<file path="config.mk">
export PLATFORM = sky130hd
export DESIGN_NAME = seg_scan_driver
export DESIGN_NICKNAME = d
export VERILOG_FILES = /design/src/rtl/seg_pkg.sv /design/src/rtl/seg_hex_decode.sv /design/src/rtl/seg_scan_driver.sv
export SDC_FILE = /design/constraint.sdc
export NUM_CORES = 1
export LEC_CHECK = 0
export BUFFER_PORTS_ARGS = -buffer_cell sky130_fd_sc_hd__buf_2
export CAP_MARGIN = 30
export CORE_UTILIZATION = 53
export DETAILED_ROUTE_END_ITERATION = 8
export PLACE_DENSITY = 0.82
export SYNTH_ARGS = -nofsm -noshare
export SYNTH_HDL_FRONTEND = slang
export SYNTH_SLANG_ARGS = --single-unit
export TNS_END_PERCENT = 10
</file>
<file path="constraint.sdc">
create_clock -name src_clk -period 3.3 [get_ports src_clk]
set_input_delay 0.495 -clock src_clk [delete_from_list [all_inputs] [get_ports src_clk]]
set_output_delay 0.495 -clock src_clk [all_outputs]
set_load 0.02 [all_outputs]
</file>
<file path="src/rtl/seg_pkg.sv">
// Shared definitions for seven-segment display logic: the hex glyph table,
// segment bit positions, the all-off pattern and the display buffer layout.
package seg_pkg;

    // Widest display the buffer layout can hold.
    localparam int MAX_DIGITS = 8;

    // Bit positions within the 8-bit segment word {DP,G,F,E,D,C,B,A}.
    localparam int SEG_A  = 0;
    localparam int SEG_B  = 1;
    localparam int SEG_C  = 2;
    localparam int SEG_D  = 3;
    localparam int SEG_E  = 4;
    localparam int SEG_F  = 5;
    localparam int SEG_G  = 6;
    localparam int SEG_DP = 7;

    // All segments dark, active-high sense (polarity is applied at the pins).
    localparam logic [7:0] SEG_OFF = 8'h00;

    // Hex glyphs as active-high {G..A}; entry n is the glyph for nibble n.
    localparam logic [15:0][6:0] HEX_SEG_TABLE = {
        7'h71, 7'h79, 7'h5E, 7'h39, 7'h7C, 7'h77, 7'h6F, 7'h7F,
        7'h07, 7'h7D, 7'h6D, 7'h66, 7'h4F, 7'h5B, 7'h06, 7'h3F
    };

    // One full set of display contents, sized for the widest display.
    typedef struct packed {
        logic [4*MAX_DIGITS-1:0] digits;
        logic [MAX_DIGITS-1:0]   dp;
        logic [MAX_DIGITS-1:0]   blank;
    } disp_buf_t;

    // Power-up contents: every digit blanked.
    localparam disp_buf_t DISP_BUF_RESET = '{digits: '0, dp: '0, blank: '1};

endpackage

</file>
<file path="src/rtl/seg_hex_decode.sv">
// Pure combinational nibble to seven-segment glyph decoder (active-high {G..A}).
module seg_hex_decode
    import seg_pkg::*;
(
    input  logic [3:0] nibble,
    output logic [6:0] seg
);

    assign seg = HEX_SEG_TABLE[nibble];

endmodule

</file>
<file path="src/rtl/seg_scan_driver.sv">
// Multiplexed N-digit seven-segment scan driver with double-buffered contents.
// Optional macro SEG_GHOST_BLANK_EN: darkens the display for the first
// DEAD_CYCLES counts of every digit slot to suppress ghosting.
module seg_scan_driver
    import seg_pkg::*;
#(
    parameter int NUM_DIGITS       = 4,
    parameter int REFRESH_DIV      = 100000,
    parameter int ANODE_ACTIVE_LOW = 1,
    parameter int SEG_ACTIVE_LOW   = 1,
    parameter int DEAD_CYCLES      = 8
) (
    input  logic                                                    src_clk,
    input  logic                                                    src_rst,
    input  logic [4*NUM_DIGITS-1:0]                                 digits,
    input  logic [NUM_DIGITS-1:0]                                   dp,
    input  logic [NUM_DIGITS-1:0]                                   blank,
    input  logic                                                    load,
    output logic [NUM_DIGITS-1:0]                                   anode,
    output logic [7:0]                                              segment,
    output logic [((NUM_DIGITS > 1) ? $clog2(NUM_DIGITS) : 1)-1:0]  scan_idx,
    output logic                                                    frame_done
);

    localparam int IDX_W = (NUM_DIGITS > 1) ? $clog2(NUM_DIGITS) : 1;
    localparam int CNT_W = $clog2(REFRESH_DIV);

    localparam logic [NUM_DIGITS-1:0] ANODE_IDLE = (ANODE_ACTIVE_LOW != 0) ? '1 : '0;
    localparam logic [7:0]            SEG_DARK   = (SEG_ACTIVE_LOW != 0) ? ~SEG_OFF : SEG_OFF;

    logic [CNT_W-1:0]      cnt_reg, cnt_next;
    logic [IDX_W-1:0]      idx_reg, idx_next;
    disp_buf_t             shadow_reg, shadow_next;
    disp_buf_t             active_reg, active_next;
    logic                  pending_reg, pending_next;
    logic                  frame_done_reg;
    logic [NUM_DIGITS-1:0] anode_reg, anode_next;
    logic [7:0]            segment_reg, segment_next;
    logic [IDX_W-1:0]      scan_idx_reg;

    logic                  tick;
    logic                  boundary;

    // Widen the port data into the fixed-size buffer layout; absent digits stay blank.
    logic [4*MAX_DIGITS-1:0] in_digits;
    logic [MAX_DIGITS-1:0]   in_dp;
    logic [MAX_DIGITS-1:0]   in_blank;
    disp_buf_t               in_buf;

    genvar gi;
    generate
        for (gi = 0; gi < MAX_DIGITS; gi++) begin : g_in
            if (gi < NUM_DIGITS) begin : g_used
                assign in_digits[4*gi +: 4] = digits[4*gi +: 4];
                assign in_dp[gi]            = dp[gi];
                assign in_blank[gi]         = blank[gi];
            end else begin : g_absent
                assign in_digits[4*gi +: 4] = 4'h0;
                assign in_dp[gi]            = 1'b0;
                assign in_blank[gi]         = 1'b1;
            end
        end
    endgenerate

    assign in_buf = '{digits: in_digits, dp: in_dp, blank: in_blank};

    // Prescaler, scan counter and double-buffer next-state logic.
    always_comb begin
        tick         = (cnt_reg == CNT_W'(REFRESH_DIV - 1));
        boundary     = tick && (idx_reg == IDX_W'(NUM_DIGITS - 1));
        cnt_next     = tick ? '0 : cnt_reg + CNT_W'(1);
        idx_next     = idx_reg;
        if (tick) begin
            idx_next = (idx_reg == IDX_W'(NUM_DIGITS - 1)) ? '0 : idx_reg + IDX_W'(1);
        end
        shadow_next  = shadow_reg;
        active_next  = active_reg;
        pending_next = pending_reg;
        if (load && boundary) begin
            // Landing exactly on the frame edge: show it in the frame that starts now.
            active_next  = in_buf;
            pending_next = 1'b0;
        end else if (load) begin
            shadow_next  = in_buf;
            pending_next = 1'b1;
        end else if (boundary && pending_reg) begin
            active_next  = shadow_reg;
            pending_next = 1'b0;
        end
    end

    // Output decode works from next-state values so the registered pins line up
    // with the slot the counters are in, including the first slot of a new frame.
    logic [2:0] sel;
    logic [3:0] cur_nibble;
    logic       cur_dp;
    logic       cur_blank;
    logic       dead;
    logic [6:0] cur_glyph;

    assign sel        = 3'(idx_next);
    assign cur_nibble = active_next.digits[{sel, 2'b00} +: 4];
    assign cur_dp     = active_next.dp[sel];
    assign cur_blank  = active_next.blank[sel];

`ifdef SEG_GHOST_BLANK_EN
    assign dead = (cnt_next < CNT_W'(DEAD_CYCLES));
`else
    assign dead = 1'b0;
`endif

    seg_hex_decode u_decode (
        .nibble (cur_nibble),
        .seg    (cur_glyph)
    );

    // Build active-high anode/segment words, then apply pin polarity last.
    logic [NUM_DIGITS-1:0] anode_raw;
    logic [7:0]            segment_raw;

    always_comb begin
        anode_raw   = '0;
        segment_raw = SEG_OFF;
        if (!cur_blank && !dead) begin
            anode_raw                = NUM_DIGITS'(1) << idx_next;
            segment_raw[SEG_G:SEG_A] = cur_glyph;
            segment_raw[SEG_DP]      = cur_dp;
        end
        anode_next   = (ANODE_ACTIVE_LOW != 0) ? ~anode_raw : anode_raw;
        segment_next = (SEG_ACTIVE_LOW != 0) ? ~segment_raw : segment_raw;
    end

    // State and registered outputs; reset forces every pin dark immediately.
    always_ff @(posedge src_clk or posedge src_rst) begin
        if (src_rst) begin
            cnt_reg        <= '0;
            idx_reg        <= '0;
            shadow_reg     <= DISP_BUF_RESET;
            active_reg     <= DISP_BUF_RESET;
            pending_reg    <= 1'b0;
            frame_done_reg <= 1'b0;
            anode_reg      <= ANODE_IDLE;
            segment_reg    <= SEG_DARK;
            scan_idx_reg   <= '0;
        end else begin
            cnt_reg        <= cnt_next;
            idx_reg        <= idx_next;
            shadow_reg     <= shadow_next;
            active_reg     <= active_next;
            pending_reg    <= pending_next;
            frame_done_reg <= boundary;
            anode_reg      <= anode_next;
            segment_reg    <= segment_next;
            scan_idx_reg   <= idx_next;
        end
    end

    assign anode      = anode_reg;
    assign segment    = segment_reg;
    assign scan_idx   = scan_idx_reg;
    assign frame_done = frame_done_reg;

endmodule
</file>
Yosys cells after proc, flatten, opt, wreduce, memory -nomap -nowiden
Memory sizes are Yosys's and may differ from the RTL's.
Cells that the tools add are included.
Storage, ports and cells
  bits of input ports: 27
  memory bits (read-only): 112
  register bits: 97
  memories kept: 1
Memories
  (no name shown): words 16, bits a word 7, read ports 1, clocked after Yosys merged registers in 0, write ports 0, line seg_hex_decode.sv:9  | assign seg = HEX_SEG_TABLE[nibble];
Cells by class
  reduce and logical (&&, ||, !) cells: 5
  add/sub/neg operators: 2
  muxes and demuxes: 16
  equal/unequal tests: 2
  bitwise operators: 3
  shifts and indexed selects: 2
  $lt $le $gt $ge: 2
Operators by type and width (number)
  $mux 48: 3
  $shiftx 32x5->4: 1
  $add 17x1->17 const B: 1
  $eq 17x17->1 const B: 1
  $mux 17: 1
  $mux 8: 1
  $not 8->8: 1
  $mux 7: 1
  $lt 4x5->1 const B: 1
  $mux 1: 5
  $bmux 1 s2: 2
  $lt 2x4->1 const B: 1
  $mux 2: 2
  $mux 4: 1
  $not 4->4: 1
  $shl 1x2->4 const A: 1
  $logic_and 1x1->1: 3
  $reduce_bool 3->1: 1
  $add 2x1->2 const B: 1
  $eq 2x2->1 const B: 1
  $reduce_and 2->1: 1
  $not 1->1: 1

Logic depth before layout (Yosys ltp)
  depth in word-level cells: 11
  depth in mapped cells: 16
  depth with buffers taken out: 14

Modules after synthesis
A second synthesis with hierarchy kept.
Second synthesis, totals
  cell total of the unflattened synthesis: 362
  area, all modules: 3958.8 um2
By module, submodules not included
  seg_scan_driver: times used 1, area each 3668.5 um2, sequential area each 2052.0 um2, cells each 329
  seg_hex_decode: times used 1, area each 290.3 um2, sequential area each 0.0 um2, cells each 33

Worst setup path before layout
Ideal clock, no wire load.
  path kind: register to register
  from: reg cnt_reg[8]
  to: reg segment_reg[0] (netlist: segment[0])
  slack: 0.029 ns
  arrival time: 3.185 ns
  stages on the path, launching flop included: 14
  setup time: 0.087 ns
  required time: 3.213 ns
  path buffers: 1
  cells stage by stage: dfrtp_1 -> or4_4 -> nor4_4 -> buf_6 -> mux2i_1 -> inv_2 -> nand2_1 -> o22ai_1 -> a211oi_2 -> inv_1 -> ha_1 -> or3_1 -> o211ai_1 -> nand2_1
RTL lines
  start: declaration: line seg_scan_driver.sv:31  | logic [CNT_W-1:0] cnt_reg, cnt_next;
  start signal: assignment: line seg_scan_driver.sv:146  | cnt_reg <= cnt_next;
  $eq 17x17->1 *: line seg_scan_driver.sv:69  | tick = (cnt_reg == CNT_W'(REFRESH_DIV - 1));
  $mux 2 *: line seg_scan_driver.sv:73  | if (tick) begin
  named net idx_next[0]: line seg_scan_driver.sv:32  | logic [IDX_W-1:0] idx_reg, idx_next;
  $shiftx 32x5->4: line seg_scan_driver.sv:102  | assign cur_nibble = active_next.digits[{sel, 2'b00} +: 4];
  $mem_v2 16x7
  $mux 7 (implied by the code): line seg_hex_decode.sv:9
  $mux 8 *: line seg_scan_driver.sv:124  | if (!cur_blank && !dead) begin
  $not 8->8 *: line seg_scan_driver.sv:130  | segment_next = (SEG_ACTIVE_LOW != 0) ? ~segment_raw : segment_raw;
  named net segment_next[0]: line seg_scan_driver.sv:38  | logic [7:0] segment_reg, segment_next;
  end signal: assignment: line seg_scan_driver.sv:153  | segment_reg <= segment_next;
  end: declaration: line seg_scan_driver.sv:38
Mark *: on every way through the listed nets, which the timed path passes. The rest lies on a longest branch. The select of a mux whose other input is x is not followed.
A chain may end at the register's enable or synchronous reset.

==> run_results.csv <==
group,metric,value,unit
pwr,leakagePower,0.00213,uW
timing,fin_ws,0.0143,ns
critical_path,arrival,3.58,ns
cts,clockBufferDepth,2,
floorplanning,die_height,88.3,um
floorplanning,die_x,88.3,um
cts,clk_pin_slew,0.09,ns
critical_path,worstReg2RegEnd,"segment[3]",
timing,hold_violations,0,
synth,syn_inst,356,
cells_and_area,multi_input_area,1790,sq um
cts,cts_tree,"yes",
cts,clkLatencyLatePin,0.38,ns
global_route,grt.total_usage,24.5,%
routing,dr.pass1.iters,7,
cts,htreeDepth,3,
cells_and_area,fillers,578,
timing,relSlewSlack,51.4,%
routing,routed_via_density,6.02,
synth,synth_top_area_share,38.7,%
job,drv_cap,0,
timing,fin_crit_sh,99.6,%
global_route,grt_antenna_before_repair,0,
global_route,grt_use_met3,6.81,%
global_route,use_met1,30.8,%
place,place_congestion,0.851,
cells_and_area,postLayoutCellArea,4660,sq um
critical_path,r2r_setup_slack,0.01,ns
floorplanning,start_util,54.7,%
global_route,first_global_vias,2948,
timing,period_needed,3.29,ns
synth,synth_area,3950,sq um
synth,async_flop_share,100,%
cells_and_area,layout-drive-gt1-share,38.7,%
timing,drv_slew,0,
synth,synth_area_leaders,"dfrtp_1, dfstp_2, mux2_2, nor2_1, o22ai_1",
cells_and_area,layout.cells.non_filler,523,
global_route,grt_max_degree,48,
critical_path,crit_required,3.60,ns
synth,synth.avg_cell_area,11.1,sq um
routing,drt_drc_violations_left,0,
timing,max_freq,304,MHz
pwr,p_per_area,395,nW/um^2
pwr,peakVddDrop,0.277,mV
cells_and_area,seq_area,2050,sq um
critical_path,critPathMaxFanout,5,
synth,ys_seq_elements,81,
place,portBuffers,41,
routing,routed-via-count,3150,
global_route,top_usage_layer,"met2",
critical_path,ff2ff_path_depth,14,
place,place_inst,497,
timing,setup-violations-final,0,
synth,synth-edff-count,0,
synth,synth_seq_area_share,52.0,%
synth,yosysTopAreaCell,"dfrtp_1",
floorplanning,die-area,7800,sq um
floorplanning,std_cell_rows,31,
global_route,grt_pass1_wl,14.0,mm
critical_path,crit_type,"reg2reg",
pwr,total_power,1840,uW
place,place_area,4330,sq um
global_route,use_met2,39.8,%
synth,syn_nets,391,
cts,cts_root_buffer,"clkbuf_8",
critical_path,cp-start-kind,"flop",
cts,postCtsHoldBufs,0,
synth,synth_cell_type_count,53,
status,outcome,"complete, no violations",
timing,clock_skew,0.0121,ns
floorplanning,core-area,7210,sq um
floorplanning,io_pins,42,
synth,yosysWarnings,0,
critical_path,endpoint_kind,"flop",
place,post-place-ws,0.130,ns
timing,hold_ws,0.227,ns
routing,wl_per_cell,18.0,um
timing,worstMarginPinSlew,0.728,ns
place,dp_hpwl,6.32,mm
critical_path,rr_startpoint,"cnt_reg[13]",
cells_and_area,antenna_cells,0,
worst_hold_path,min_path_type,"in2async",
routing,ant_nets,0,
cells_and_area,syn_to_final_growth,18.1,%
global_route,grt-ovfl-total,0,
cells_and_area,nets,454,
timing,rsz0062_at_grt,"yes",
cts,numCtsBuffers,9,
synth,ys.flop_type,"dfrtp_1",
routing,drt-initial-drc-count,195,
cts,clock_sinks,81,
routing,wirelength,9.42,mm
-- layout by cell type, fill, tap and decap left out, drive strengths merged, types with 3 or more instances in the layout --
cell type / count
o22ai: 19
a221o: 5
nor2: 31
o21ai: 4
a21oi: 15
nand3: 17
a32o: 5
nor3: 4
and4: 3
xnor2: 7
a211oi: 4
xor2: 8
a21o: 3
a32oi: 7
nand4: 5
o221ai: 3
clkinvlp: 3
dfrtp: 61
dfstp: 20
inv: 19
and2: 7
nand2: 26
and3: 5
mux2: 24
ha: 8
clkbuf: 9
o221a: 3
mux2i: 3
a22oi: 7
buf: 71
-- per-stage QoR --
step / utilization (%) / setup TNS [ns]
2_1_floorplan: - / 0
3_3_place_gp: 60.0 / 0
3_5_place_dp: 60.0 / 0
4_1_cts: 62.5 / 0
5_1_grt: 64.6 / -0.224
6_report: 64.6 / 0
-- layer usage --
metal	up-vias	share of wire, %
li1	1431	-
met2	122	49
met3	23	5.8
met4	0	2.9
met1	1574	42
met5	-	0
-- where the power goes --
group	switching, uW	internal [uW]
clock	396	279
sequential	17.0	1030
combinational	62.6	54.7
-- cells by family (layout without fill, tap and decap cells) --
family,Yosys count,in the layout,synth area share [%]
and+or+nand+nor,112,112,15.5
xor gates and xnor gates,15,15,3.33
DFF,81,81,52.0
AOI/OAI and AO/OA,78,78,14.7
adders and majority gates,8,8,2.54
muxes,27,27,7.61
buffers and inverters,35,103,4.28
-- cells in the mapped netlist, types with 4 or more instances --
master / instances
dfrtp_1: 61
nor2_1: 29
nand2_1: 25
mux2_2: 24
dfstp_2: 20
nand3_1: 17
o22ai_1: 17
a21oi_1: 15
inv_1: 14
clkbuf_1: 10
ha_1: 8
xor2_1: 8
a22oi_1: 7
a32oi_1: 7
and2_1: 7
xnor2_1: 7
a32o_1: 5
nand4_1: 5
a221o_1: 4
and3_1: 4
buf_6: 4
nor3_1: 4
-- cell type report --
cell class	instances	area share [%]
repair buffers	71	9.67
inverters	16	1.29
well taps	99	2.66
clock inverters	7	1.15
multi-input cells	240	38.5
clock buffers	9	2.66
flip-flops and latches	81	44.1
-- worst max-delay path by stage --
stage,start,to,cells past startpoint
finish,cnt_reg[13],segment[3],14
global route,cnt_reg[13],segment[0],13
CTS,cnt_reg[0],segment[5],11
detailed placement,cnt_reg[14],segment[0],13
global placement,cnt_reg[14],segment[3],14
floorplan,cnt_reg[8],segment[0],13
-- what timing repair did --
action,in CTS,in global routing
endpoints found under the hold margin,0,0
resized for setup,0,21
setup buffers,0,10
setup endpoints to repair,0,6
-- critical path: stages (launching register included) --
cell and delay (ns):
dfrtp_2 0.45, or4b_4 0.57, nor4_4 0.36, buf_4 0.21
and3_4 0.21, a32oi_1 0.10, nand2_1 0.12, o22ai_1 0.10
a211oi_2 0.21, buf_4 0.18, ha_2 0.18, inv_2 0.04
nor3_1 0.24, a211oi_2 0.08, o21ai_1 0.16
Power figures use the tool's default switching activity.
